===== config.mk =====
export PLATFORM = sky130hd
export DESIGN_NAME = axi_lite_addr_router
export DESIGN_NICKNAME = d
export VERILOG_FILES = /design/src/rtl/axi_lite_addr_router.sv
export SDC_FILE = /design/constraint.sdc
export NUM_CORES = 1
export LEC_CHECK = 0
export BUFFER_PORTS_ARGS = -buffer_cell sky130_fd_sc_hd__buf_2
export CAP_MARGIN = 20
export CORE_AREA = 2 2 171 173
export DETAILED_ROUTE_END_ITERATION = 12
export DIE_AREA = 0 0 173 175
export GPL_ROUTABILITY_DRIVEN = 0
export HOLD_SLACK_MARGIN = 0.05
export PLACE_DENSITY = 0.42
export SYNTH_ARGS = -nofsm -noshare
export SYNTH_HDL_FRONTEND = slang
export SYNTH_SLANG_ARGS = --single-unit

===== constraint.sdc =====
create_clock -name clk -period 2.22 [get_ports clk]
set_input_delay 0.333 -clock clk [delete_from_list [all_inputs] [get_ports clk]]
set_output_delay 0.333 -clock clk [all_outputs]
set_load 0.005 [all_outputs]

===== src/rtl/axi_lite_addr_router.sv =====
`default_nettype none
// =============================================================================
// Module   : axi_lite_addr_router
// Purpose  : Address-decoding AXI4-Lite router between the shared-bus arbiter
//            output and two downstream devices (dev0 = main SRAM, dev1 = MMIO).
//            One transaction in flight at a time. Requests that match neither
//            window are answered locally with DECERR and never reach a device.
// Ports    : clk            - clock
//            rst            - asynchronous reset, active low
//            up_*           - AXI4-Lite slave side (from arbiter)
//            dev0_*, dev1_* - AXI4-Lite master sides (to SRAM / MMIO)
// Revision : 1.0 - initial release
// =============================================================================
module axi_lite_addr_router #(
    parameter logic [31:0] DEV0_BASE = 32'h8000_0000,
    parameter logic [31:0] DEV0_MASK = 32'hF800_0000,
    parameter logic [31:0] DEV1_BASE = 32'hA000_0000,
    parameter logic [31:0] DEV1_MASK = 32'hFFFF_0000
) (
    input  logic        clk,
    input  logic        rst,
    // upstream (slave) side
    input  logic [31:0] up_awaddr,
    input  logic        up_awvalid,
    output logic        up_awready,
    input  logic [31:0] up_wdata,
    input  logic [3:0]  up_wstrb,
    input  logic        up_wvalid,
    output logic        up_wready,
    output logic [1:0]  up_bresp,
    output logic        up_bvalid,
    input  logic        up_bready,
    input  logic [31:0] up_araddr,
    input  logic        up_arvalid,
    output logic        up_arready,
    output logic [31:0] up_rdata,
    output logic [1:0]  up_rresp,
    output logic        up_rvalid,
    input  logic        up_rready,
    // device 0 (SRAM) master side
    output logic [31:0] dev0_awaddr,
    output logic        dev0_awvalid,
    input  logic        dev0_awready,
    output logic [31:0] dev0_wdata,
    output logic [3:0]  dev0_wstrb,
    output logic        dev0_wvalid,
    input  logic        dev0_wready,
    input  logic [1:0]  dev0_bresp,
    input  logic        dev0_bvalid,
    output logic        dev0_bready,
    output logic [31:0] dev0_araddr,
    output logic        dev0_arvalid,
    input  logic        dev0_arready,
    input  logic [31:0] dev0_rdata,
    input  logic [1:0]  dev0_rresp,
    input  logic        dev0_rvalid,
    output logic        dev0_rready,
    // device 1 (MMIO) master side
    output logic [31:0] dev1_awaddr,
    output logic        dev1_awvalid,
    input  logic        dev1_awready,
    output logic [31:0] dev1_wdata,
    output logic [3:0]  dev1_wstrb,
    output logic        dev1_wvalid,
    input  logic        dev1_wready,
    input  logic [1:0]  dev1_bresp,
    input  logic        dev1_bvalid,
    output logic        dev1_bready,
    output logic [31:0] dev1_araddr,
    output logic        dev1_arvalid,
    input  logic        dev1_arready,
    input  logic [31:0] dev1_rdata,
    input  logic [1:0]  dev1_rresp,
    input  logic        dev1_rvalid,
    output logic        dev1_rready
);

    localparam logic [1:0] c_SEL_DEV0    = 2'd0;
    localparam logic [1:0] c_SEL_DEV1    = 2'd1;
    localparam logic [1:0] c_SEL_NONE    = 2'd2;
    localparam logic [1:0] c_RESP_DECERR = 2'b11;

    typedef enum logic [2:0] {
        S_IDLE    = 3'd0,
        S_RD_ADDR = 3'd1,
        S_RD_DATA = 3'd2,
        S_WR_REQ  = 3'd3,
        S_WR_RESP = 3'd4,
        S_ERR_R   = 3'd5,
        S_ERR_B   = 3'd6
    } state_t;

    state_t      r_state;
    state_t      w_state_nx;
    logic [31:0] r_addr;
    logic [31:0] r_wdata;
    logic [3:0]  r_wstrb;
    logic [1:0]  r_sel;
    logic        r_aw_done;
    logic        r_w_done;

    logic [1:0]  w_ar_sel;
    logic [1:0]  w_aw_sel;
    logic        w_rd_accept;
    logic        w_wr_accept;
    logic        w_wr_both;

    // generic channel controls, routed to the selected device below
    logic        w_ar_v;
    logic        w_r_rdy;
    logic        w_aw_v;
    logic        w_w_v;
    logic        w_b_rdy;

    // responses from whichever device is currently selected
    logic        w_sel1;
    logic        w_dev_arready;
    logic        w_dev_rvalid;
    logic [31:0] w_dev_rdata;
    logic [1:0]  w_dev_rresp;
    logic        w_dev_awready;
    logic        w_dev_wready;
    logic        w_dev_bvalid;
    logic [1:0]  w_dev_bresp;

    // dev0 is tested first so it wins if both windows overlap
    function automatic logic [1:0] f_decode(input logic [31:0] addr);
        logic [1:0] sel;
        if ((addr & DEV0_MASK) == DEV0_BASE) begin
            sel = c_SEL_DEV0;
        end else if ((addr & DEV1_MASK) == DEV1_BASE) begin
            sel = c_SEL_DEV1;
        end else begin
            sel = c_SEL_NONE;
        end
        return sel;
    endfunction

    assign w_ar_sel = f_decode(up_araddr);
    assign w_aw_sel = f_decode(up_awaddr);

    // routing depends only on the latched selection
    assign w_sel1        = (r_sel == c_SEL_DEV1);
    assign w_dev_arready = w_sel1 ? dev1_arready : dev0_arready;
    assign w_dev_rvalid  = w_sel1 ? dev1_rvalid  : dev0_rvalid;
    assign w_dev_rdata   = w_sel1 ? dev1_rdata   : dev0_rdata;
    assign w_dev_rresp   = w_sel1 ? dev1_rresp   : dev0_rresp;
    assign w_dev_awready = w_sel1 ? dev1_awready : dev0_awready;
    assign w_dev_wready  = w_sel1 ? dev1_wready  : dev0_wready;
    assign w_dev_bvalid  = w_sel1 ? dev1_bvalid  : dev0_bvalid;
    assign w_dev_bresp   = w_sel1 ? dev1_bresp   : dev0_bresp;

    // write request is finished once each channel has been (or is now) accepted
    assign w_wr_both = (r_aw_done || w_dev_awready) && (r_w_done || w_dev_wready);

    // -------------------------------------------------------------------------
    // next-state and output decode
    // -------------------------------------------------------------------------
    always_comb begin
        w_state_nx  = r_state;
        up_arready  = 1'b0;
        up_awready  = 1'b0;
        up_wready   = 1'b0;
        up_rvalid   = 1'b0;
        up_rdata    = 32'h0;
        up_rresp    = 2'b00;
        up_bvalid   = 1'b0;
        up_bresp    = 2'b00;
        w_ar_v      = 1'b0;
        w_r_rdy     = 1'b0;
        w_aw_v      = 1'b0;
        w_w_v       = 1'b0;
        w_b_rdy     = 1'b0;
        w_rd_accept = 1'b0;
        w_wr_accept = 1'b0;

        case (r_state)
            S_IDLE: begin
                // readies are gated by rst because the reset is asynchronous
                // and the state already sits in IDLE while reset is held
                up_arready = rst;
                // a write is taken only with AW and W together and no read
                // competing; otherwise AW/W stay pending upstream
                up_awready = rst && !up_arvalid && up_awvalid && up_wvalid;
                up_wready  = up_awready;
                if (up_arvalid) begin
                    w_rd_accept = 1'b1;
                    w_state_nx  = (w_ar_sel == c_SEL_NONE) ? S_ERR_R : S_RD_ADDR;
                end else if (up_awvalid && up_wvalid) begin
                    w_wr_accept = 1'b1;
                    w_state_nx  = (w_aw_sel == c_SEL_NONE) ? S_ERR_B : S_WR_REQ;
                end
            end

            S_RD_ADDR: begin
                w_ar_v = 1'b1;
                if (w_dev_arready) begin
                    w_state_nx = S_RD_DATA;
                end
            end

            S_RD_DATA: begin
                up_rvalid = w_dev_rvalid;
                up_rdata  = w_dev_rdata;
                up_rresp  = w_dev_rresp;
                w_r_rdy   = up_rready;
                if (w_dev_rvalid && up_rready) begin
                    w_state_nx = S_IDLE;
                end
            end

            S_WR_REQ: begin
                w_aw_v = !r_aw_done;
                w_w_v  = !r_w_done;
                if (w_wr_both) begin
                    w_state_nx = S_WR_RESP;
                end
            end

            S_WR_RESP: begin
                up_bvalid = w_dev_bvalid;
                up_bresp  = w_dev_bresp;
                w_b_rdy   = up_bready;
                if (w_dev_bvalid && up_bready) begin
                    w_state_nx = S_IDLE;
                end
            end

            S_ERR_R: begin
                up_rvalid = 1'b1;
                up_rresp  = c_RESP_DECERR;
                if (up_rready) begin
                    w_state_nx = S_IDLE;
                end
            end

            S_ERR_B: begin
                up_bvalid = 1'b1;
                up_bresp  = c_RESP_DECERR;
                if (up_bready) begin
                    w_state_nx = S_IDLE;
                end
            end

            default: begin
                w_state_nx = S_IDLE;
            end
        endcase
    end

    // -------------------------------------------------------------------------
    // device-side routing: payload is always the latched copy, valids/readies
    // only reach the selected device
    // -------------------------------------------------------------------------
    assign dev0_araddr  = r_addr;
    assign dev0_awaddr  = r_addr;
    assign dev0_wdata   = r_wdata;
    assign dev0_wstrb   = r_wstrb;
    assign dev0_arvalid = w_ar_v  && (r_sel == c_SEL_DEV0);
    assign dev0_rready  = w_r_rdy && (r_sel == c_SEL_DEV0);
    assign dev0_awvalid = w_aw_v  && (r_sel == c_SEL_DEV0);
    assign dev0_wvalid  = w_w_v   && (r_sel == c_SEL_DEV0);
    assign dev0_bready  = w_b_rdy && (r_sel == c_SEL_DEV0);

    assign dev1_araddr  = r_addr;
    assign dev1_awaddr  = r_addr;
    assign dev1_wdata   = r_wdata;
    assign dev1_wstrb   = r_wstrb;
    assign dev1_arvalid = w_ar_v  && (r_sel == c_SEL_DEV1);
    assign dev1_rready  = w_r_rdy && (r_sel == c_SEL_DEV1);
    assign dev1_awvalid = w_aw_v  && (r_sel == c_SEL_DEV1);
    assign dev1_wvalid  = w_w_v   && (r_sel == c_SEL_DEV1);
    assign dev1_bready  = w_b_rdy && (r_sel == c_SEL_DEV1);

    // -------------------------------------------------------------------------
    // state and latched request registers
    // -------------------------------------------------------------------------
    always_ff @(posedge clk or negedge rst) begin
        if (!rst) begin
            r_state   <= S_IDLE;
            r_addr    <= 32'h0;
            r_wdata   <= 32'h0;
            r_wstrb   <= 4'h0;
            r_sel     <= c_SEL_NONE;
            r_aw_done <= 1'b0;
            r_w_done  <= 1'b0;
        end else begin
            r_state <= w_state_nx;

            if (w_rd_accept) begin
                r_addr <= up_araddr;
                r_sel  <= w_ar_sel;
            end else if (w_wr_accept) begin
                r_addr  <= up_awaddr;
                r_wdata <= up_wdata;
                r_wstrb <= up_wstrb;
                r_sel   <= w_aw_sel;
            end

            if (r_state == S_WR_REQ) begin
                if (w_wr_both) begin
                    r_aw_done <= 1'b0;
                    r_w_done  <= 1'b0;
                end else begin
                    if (w_dev_awready) begin
                        r_aw_done <= 1'b1;
                    end
                    if (w_dev_wready) begin
                        r_w_done <= 1'b1;
                    end
                end
            end
        end
    end

endmodule
`default_nettype wire


==> out/qor.txt, run 1 <==
Status - completed
Fin util - 0.251
Main flop type after synthesis - dfrtp_1
Reg area - 1880 um^2
Routed Antenna Nets - 0
# rows - 62
Pleak - 3.96 nW
Aggregate routed wire length - 21500 um
Timing-limited maximum frequency - 468 MHz
Most used cell, CP - buf_4
Clk_lat worst skew - 0.34 ns
Routed via count - 5068
TritonCTS Buffers - 9
HPWL Detailed - 16900 um
Synth Area in Compound Gates - 0.122
Minimum clock period - 2.14 ns
Die width - 173 um
Post-synthesis sequential area ratio - 0.379
Area of the die - 30300 um^2
Critical Path AT - 2.36 ns
# nets final - 1069
Library cells used by synthesis - 44
Post-synth ARST share - 1.00
YS warnings - 0
Drt pass-1 iters - 4
Mapped cell area - 4960 um^2
RSZ-0062 raised after global routing - yes
PD cells - 1160 nW/um^2
Placed insts - 1245
Dpl cell area - 6680 um^2
Design area - 7120 um^2
Initial Util - 0.175
Final Hold Viols - 0
Congestion Overflow GR - 0
# port buffers - 439
Simple-gate share of the synthesized area - 0.169
Synth Area per Inst - 8.71 um^2
Root Driver - clkbuf_16
Share of cells above drive strength 1 - 0.597
Global-route wire length before repair - 30500 um
Total GRT Usage - 0.134
Initial antenna violation count - 0
Core footprint - 28400 um^2
WS Path Type - reg2reg
Largest net degree at the start of global routing - 57
Post-synth EDFFs - 0
Worst-case clock buffer depth - 2
DRC errors left - 0
Area of the multi-input gates - 2000 um^2
Final setup vio count - 0
Post-Synthesis Net Count - 758
Inserted Diodes - 0
Main combinational cell family by area after synthesis - buffers and inverters
CP startpoint kind - flop
Critical Path End Type - flop
Vias per inst - 3.99
Iteration-0 DRC Markers - 219
Max Cap Viol - 0
XOR/XNOR Fraction of Synth Area - 0
Crit Path Max Fanout - 47
DR WL/cell - 17.0 um
Mapped Cells - 569
Actual slew at the worst max-slew pin - 0.703 ns
Final Max Slew Viols - 0
CP required - 2.44 ns
TritonCTS clock tree - done
# fillers - 3159
Fin crit share - 0.962
Layout area overhead - 43.7%
Clk pin slew, worst setup/hold paths - 0.07 ns
Worst path cell trace - nor4_2, buf_4, nor2b_4, buf_4, buf_4, buf_12, mux2_2
Non-Filler Instances - 1269
H-Tree Depth - 3
Vias in the first global route - 5022
Multiplexer share of the synthesized area - 0.0944
FF+latch count, synth - 75
VDD IR-drop max - 0.330 mV
Peak per-stage delay on the critical path - 0.44 ns
I/O pin cnt - 440
Die Height - 175 um
CTS sink cnt - 75
Skew final - 0.00948 ns
Worst hold path class - in2reg
Critical-path top delay cell - dfrtp_2
Post-Synth Adder-Cell Area - 0
Relative slew slack - 0.531
critical path: cells and delay by family (launching register included):
| kind | cells | cell delay, ns |
|---|---|---|
| multiplexers | 1 | 0.37 |
| flip-flops | 1 | 0.44 |
| AND/OR/NAND/NOR | 2 | 0.43 |
| buffers and inverters | 4 | 0.71 |
cells by family (layout without fill, tap and decap cells):
family | count (synthesis) | in the layout
mux | 42 | 42
buf+inv | 170 | 484
simple gates | 190 | 192
compound gates | 92 | 92
flops | 75 | 75
layer usage:
| layer | global-route usage | part of all wire |
|---|---|---|
| met1 | 0.149 | 0.39 |
| met2 | 0.252 | 0.53 |
| met3 | 0.0309 | 0.065 |
| met4 | 0.0413 | 0.019 |
| met5 | 0 | 0 |
synthesized netlist by cell type, types with 2 or more instances:
master / instances / area, um^2
nand2_1: 146 / 548
buf_4: 138 / 1040
dfrtp_1: 74 / 1850
a21oi_1: 37 / 185
a22oi_1: 32 / 240
mux2_2: 29 / 327
buf_2: 13 / 65.1
clkbuf_1: 11 / 41.3
mux2_1: 9 / 101
nor3_1: 7 / 35.0
nor4_1: 7 / 43.8
inv_1: 5 / 18.8
nor2_1: 5 / 18.8
o21ai_0: 5 / 25.0
mux2i_1: 4 / 40.0
nand3_1: 4 / 20.0
a31oi_1: 3 / 18.8
and2_1: 3 / 18.8
buf_1: 3 / 11.3
nor4b_1: 3 / 26.3
a211oi_1: 2 / 15.0
and3b_1: 2 / 17.5
and4b_1: 2 / 20.0
nand2b_1: 2 / 12.5
nand4_1: 2 / 12.5
o211ai_1: 2 / 15.0
o22a_1: 2 / 17.5
cell usage in the layout, fill, tap and decap left out, types with 4 or more instances in the layout:
master / n
clkbuf_16: 9
nor4_1: 5
a21oi_1: 36
dfrtp_1: 72
buf_4: 18
buf_2: 438
a22oi_1: 32
mux2i_1: 4
mux2_1: 9
inv_1: 4
mux2_2: 29
nand2_1: 146
nor3_1: 7
path summary, 6_finish.rpt:
kind                                        end  depth (start not counted)  slack (ns)            from
worst max-delay path             dev0_wdata[22]                          7        0.08      r_state[1]
worst min-delay path            dev0_araddr[14]                          3        0.20   up_araddr[14]
worst max register to register   dev0_wdata[22]                          7        0.08      r_state[1]
worst min register to register   dev0_wdata[27]                          1        0.51  dev0_wdata[27]
max in group asynchronous       dev0_araddr[28]                          3        1.14             rst
min in group asynchronous        dev0_wdata[30]                          2        0.44             rst
timing repair:
item / CTS / global route
pin swaps: 0 / 1
endpoints found under the setup margin: 37 / 35
gates cloned: 1 / 2
endpoints found under the hold margin: 18 / 0
hold buffers: 1 / 0
resized for setup: 12 / 8
buffers inserted: 3 / 1
cell type report:
| class | count | share of cell area |
|---|---|---|
| multi-input combinational | 326 | 0.281 |
| clock buffer | 9 | 0.0316 |
| clock inverter | 7 | 0.00913 |
| tap | 384 | 0.0675 |
| timing repair buffer | 463 | 0.344 |
| sequential | 75 | 0.264 |
| inverter | 5 | 0.00299 |
power by group:
group	switching (mW)	total [mW]	internal, mW
Clock	0.691	1.48	0.788
Sequential	0.744	2.77	2.03
Combinational	1.92	4.00	2.08
Total	3.36	8.25	4.90
through the flow:
stage / power, mW / hold slack [ns] / setup slack (ns) / setup TNS [ns]
floorplan: 5.64 / 0.0374 / 0.313 / 0
global placement: 6.71 / 0.276 / 0.117 / 0
detailed placement: 6.75 / 0.274 / 0.0988 / 0
CTS: 8.35 / 0.179 / -0.0346 / -0.0346
global route: 8.88 / 0.189 / -0.000851 / -0.000851
finish: 8.25 / 0.197 / 0.0847 / 0
sequential cells by signal, summed over array words and instances (netlist names):
signal	cells
dev0_araddr	32
dev0_wdata	32
dev0_wstrb	4
r_aw_done	1
r_sel	2
r_state	3
r_w_done	1
No activity file was read; power rests on OpenSTA's default activity.
==> run 2: changes to the inputs <==
- CELL_PAD_IN_SITES_DETAIL_PLACEMENT: not set -> 2
- CELL_PAD_IN_SITES_GLOBAL_PLACEMENT: not set -> 2
- CORE_AREA: 2 2 171 173 -> 2 2 170 172
- DIE_AREA: 0 0 173 175 -> 0 0 172 174
- PLACE_DENSITY: 0.42 -> 0.76
==> run 2 against run 1 <==
- count of clock-buffer cells in the layout did not move
- clock skew rose by 0.0031 ns
- hold slack improved by 0.012 ns
- combinational power rose by 2%
- maximum frequency rose by 0.44%
- first-iteration DRC count fell by 37%
- global-route usage rose by 1.8 points
- die area fell by 1.1%
- worst setup slack improved by 0.0094 ns
- clock power rose by 7%
- critical endpoint is now up_rresp[0]
- largest power group unchanged
==> out/qor.txt, run 2 (synthesized netlist as in run 1, its figures left out) <==
Status - completed
Timing-limited maximum frequency - 470 MHz
Worst-case clock buffer depth - 2
Root Driver - clkbuf_16
Met2 wire length - 12600 um
CP startpoint kind - flop
RR Startpoint - r_state[1]
WS Path Type - reg2out
CP required - 1.89 ns
Largest net degree at the start of global routing - 69
Fin util - 0.253
Vias per inst - 4.13
H-Tree Depth - 3
Met3 wire length - 1830 um
Routed via count - 5252
Congestion Overflow GR - 0
Minimum clock period - 2.13 ns
Die width - 172 um
DRC errors left - 0
Most common cell after layout, fill and taps aside - buf_2
Peak per-stage delay on the critical path - 0.51 ns
Die Height - 174 um
Crit Reg-Reg Endpoint - dev0_wdata[25]
Clk pin slew, worst setup/hold paths - 0.07 ns
Pleak - 3.99 nW
Worst hold path class - in2reg
Final setup vio count - 0
Routed Antenna Nets - 0
Dpl cell area - 6740 um^2
R2R setup slack - 0.23 ns
Final Hold Viols - 0
HPWL Detailed - 18900 um
Iteration-0 DRC Markers - 139
Skew final - 0.0126 ns
# fillers - 3420
VDD IR-drop max - 0.329 mV
Drt pass-1 iters - 4
Final Max Slew Viols - 0
TritonCTS clock tree - done
CTS sink cnt - 75
I/O pin cnt - 440
Area of the die - 29900 um^2
Aggregate routed wire length - 23400 um
Most frequent cells in the layout - buf_2, nand2_1, dfrtp_1, a21oi_1, a22oi_1
Design area - 7140 um^2
RSZ-0062 raised after global routing - no
Uppermost routed layer - met4
Clk_lat worst skew - 0.34 ns
Core footprint - 28200 um^2
Initial antenna violation count - 2
Crit path to - up_rresp[0]
Critical Path AT - 1.79 ns
M1 WL - 8550 um
DR WL/cell - 18.4 um
Total GRT Usage - 0.152
# port buffers - 439
Initial Util - 0.176
# nets final - 1069
Setup_tns - 0 ns
CP Launch Point - r_state[0]
Global-route wire length before repair - 34100 um
Reg2reg path depth - 6
Vias in the first global route - 5638
Relative slew slack - 0.652
Actual slew at the worst max-slew pin - 0.517 ns
Share of cells above drive strength 1 - 0.592
Crit Path Max Fanout - 12
Fin crit share - 0.958
Critical Path End Type - primary output
Critical-path top delay cell - or3b_4
TritonCTS Buffers - 9
Layout area overhead - 44.0%
Worst path cell trace - or3b_4, buf_4, o21ai_0, buf_2
# rows - 62
Max Cap Viol - 0
PD cells - 1180 nW/um^2
run 2: cell count changes in the layout (fill, tap and decap cells not counted), moves of 2 or more:
cell     change
nor2_4       -2
dfrtp_2      -2
diode_2      +2
buf_12       +2
dfrtp_1      +2
run 2: worst min path at each step:
| stage | from | endpoint | slack (ns) | depth (start not counted) |
|---|---|---|---|---|
| global route | up_wdata[31] | dev0_wdata[31] | 0.19 | 2 |
| floorplan | rst | dev0_araddr[0] | 0.04 | 0 |
| finish | up_wdata[31] | dev0_wdata[31] | 0.21 | 2 |
| global placement | rst | r_sel[0] | 0.21 | 1 |
| detailed placement | rst | r_sel[0] | 0.21 | 1 |
| CTS | up_araddr[7] | dev0_araddr[7] | 0.19 | 3 |
run 2: report_power, final:
part / total (mW) / internal (mW) / switching [mW] / leakage [nW]
registers: 2.73 / 2.03 / 0.705 / 0.924
logic: 4.09 / 2.10 / 1.99 / 2.91
clock network: 1.58 / 0.895 / 0.688 / 0.153
total: 8.41 / 5.03 / 3.38 / 3.99
run 2: what timing repair did:
item / 4_1_cts / 5_1_grt
gates resized for setup: 5 / 6
setup endpoints to repair: 38 / 6
endpoints found under the hold margin: 6 / 0
cloned: 1 / 0
hold buffers: 1 / 0
setup buffers: 1 / 0
run 2: layout make-up:
class | count | area, um^2 | share of cell area
timing repair buffer | 465 | 2490 | 0.349
multi-input combinational | 324 | 1950 | 0.274
sequential | 75 | 1880 | 0.263
tap | 384 | 480 | 0.0673
clock buffer | 9 | 225 | 0.0316
clock inverter | 7 | 81.3 | 0.0114
inverter | 5 | 25.0 | 0.00351
antenna | 2 | 5.00 | 0.000701
run 2: layer usage:
metal,vias to the layer above,track usage
li1,2415,-
met1,2547,0.162
met2,272,0.287
met3,18,0.0367
met4,0,0.0501
met5,-,0
run 2: worst max-delay path, delay by kind of cell, from the launching register on:
family,cells,cell delay (ns)
compound gates,1,0.18
simple gates,1,0.51
flops,1,0.42
buf+inv,2,0.35
run 2: stage by stage:
stage | std cells | power, mW | hold WS, ns | setup slack, ns
after floorplan | 569 | 5.64 | 0.0374 | 0.313
after global placement | 1250 | 6.68 | 0.209 | 0.273
after detailed placement | 1250 | 6.90 | 0.212 | 0.255
after CTS | 1269 | 8.59 | 0.188 | 0.0335
after global routing | 1271 | 9.13 | 0.194 | 0.00282
final | 1271 | 8.41 | 0.209 | 0.0941
==> run 3: changes to the inputs <==
- CELL_PAD_IN_SITES_DETAIL_PLACEMENT: 2 -> 0
- CELL_PAD_IN_SITES_GLOBAL_PLACEMENT: 2 -> 1
- PLACE_DENSITY: 0.76 -> 0.59
- REMOVE_ABC_BUFFERS: not set -> 1
- clock period: 2.22 -> 2.5 ns (I/O delays scaled with it)
==> run 3 against run 2 <==
- global-route usage shrank 1.9 points
- via count shrank 2.9%
- routed wire length shrank 8.3%
- worst setup slack gained 0.056 ns
- cell area shrank 1.6%
- final cell count shrank 0.71%
- clock power shrank 9%
- critical endpoint is now up_rdata[12]
- highest routed layer unchanged
==> out/qor.txt, run 3 (synthesized netlist as in run 1, its figures left out) <==
Global-route wire length before repair - 29100 um
Initial Util - 0.176
Final Max Slew Viols - 0
Critical Path AT - 1.97 ns
Fin crit share - 0.940
CP required - 2.12 ns
# port buffers - 439
Share of cells above drive strength 1 - 0.583
# nets final - 1062
Inserted Diodes - 0
Die Height - 174 um
Routed via count - 5102
Core footprint - 28200 um^2
Congestion Overflow GR - 0
Die width - 172 um
CP Launch Point - r_state[0]
VDD IR-drop max - 0.477 mV
Clk pin slew, worst setup/hold paths - 0.08 ns
# rows - 62
Worst hold path class - in2reg
Worst-case clock buffer depth - 2
Drt pass-1 iters - 5
TritonCTS clock tree - done
RSZ-0062 raised after global routing - no
Total GRT Usage - 0.133
Min-Delay Path Depth - 2
Vias in the first global route - 4675
Pleak - 3.93 nW
CTS sink cnt - 75
Non-Filler Instances - 1262
Area of the die - 29900 um^2
Worst hold margin - 0.236 ns
Final Hold Viols - 0
Vias per inst - 4.04
Timing-limited maximum frequency - 426 MHz
Actual slew at the worst max-slew pin - 0.688 ns
Initial antenna violation count - 0
Routed Antenna Nets - 0
TritonCTS Buffers - 9
Largest net degree at the start of global routing - 72
RR Startpoint - r_state[0]
DR WL/cell - 17.0 um
Skew final - 0.0148 ns
CP startpoint kind - flop
HPWL Detailed - 17400 um
I/O pin cnt - 440
DRC errors left - 0
Root Driver - clkbuf_16
Relative slew slack - 0.540
Aggregate routed wire length - 21500 um
Layout area overhead - 41.6%
Min-delay src - up_wdata[2]
Clk_lat worst skew - 0.35 ns
Status - completed
Final setup vio count - 0
Max Cap Viol - 0
Most frequent cells in the layout - buf_2, nand2_1, dfrtp_1, a21oi_1, a22oi_1
# fillers - 3189
Minimum clock period - 2.35 ns
Setup_tns - 0 ns
Critical Path End Type - primary output
Iteration-0 DRC Markers - 193
Placed insts - 1243
Crit Path Max Fanout - 33
Reg2reg path depth - 5
Most common cell after layout, fill and taps aside - buf_2
WS Path Type - reg2out
PD cells - 1040 nW/um^2
Reg area - 1880 um^2
H-Tree Depth - 3
Area of the multi-input gates - 1940 um^2
run 3: cell count changes in the layout (fill, tap and decap cells not counted), moves of 2 or more:
| cell | before | now |
|---|---|---|
| buf_12 | 5 | 3 |
| buf_4 | 19 | 15 |
| clkinv_4 | 0 | 2 |
| diode_2 | 2 | 0 |
| inv_1 | 3 | 5 |
| inv_6 | 4 | 1 |
| inv_8 | 1 | 3 |
run 3: report_power, final:
part	switching, mW	internal [mW]
Combinational	1.57	1.78
Clock	0.625	0.804
Sequential	0.741	1.80
run 3: cell type report:
class | instances | area share
clock buffer | 9 | 0.0321
clock inverter | 7 | 0.0128
inverter | 5 | 0.00267
multi-input combinational | 324 | 0.277
sequential | 75 | 0.267
tap | 384 | 0.0684
timing repair buffer | 458 | 0.340
run 3: routing by layer:
metal / global-route usage / routed length, um / up-vias
met5: 0 / 0 / -
met4: 0.0301 / 169 / 0
met3: 0.0219 / 1630 / 9
met2: 0.252 / 11200 / 288
met1: 0.154 / 8420 / 2402
li1: - / - / 2403
run 3: worst paths after layout:
check | to | slack (ns)
worst max-delay path | up_rdata[12] | 0.15
worst min-delay path | dev0_wdata[2] | 0.24
max in group asynchronous | r_sel[1] | 1.40
worst max register to register | r_sel[0] | 0.36
min in group asynchronous | dev0_wdata[4] | 0.44
worst min register to register | dev0_wstrb[3] | 0.51
run 3: repair_timing:
action / in CTS / in global routing
buffers inserted: 2 / 0
endpoints found under the setup margin: 2 / 13
hold buffers: 1 / 0
endpoints found under the hold margin: 4 / 0
gates resized for setup: 0 / 5
cloned: 0 / 0
run 3: critical path, cell delays in order (launching register included):
cell     delay (ns)
dfrtp_1        0.54
or3b_4         0.51
buf_4          0.26
a21oi_1        0.18
buf_2          0.14
run 3: stage by stage:
stage / area [um^2] / power (mW) / utilization / worst slack, ns
after floorplan: 3800 / 3.61 / - / -3.25
after global placement: 6660 / 5.96 / 0.236 / 0.306
after detailed placement: 6660 / 5.95 / 0.236 / 0.224
after CTS: 7000 / 7.46 / 0.248 / 0.0345
after global routing: 7020 / 7.89 / 0.249 / 0.0407
final: 7020 / 7.32 / 0.249 / 0.150
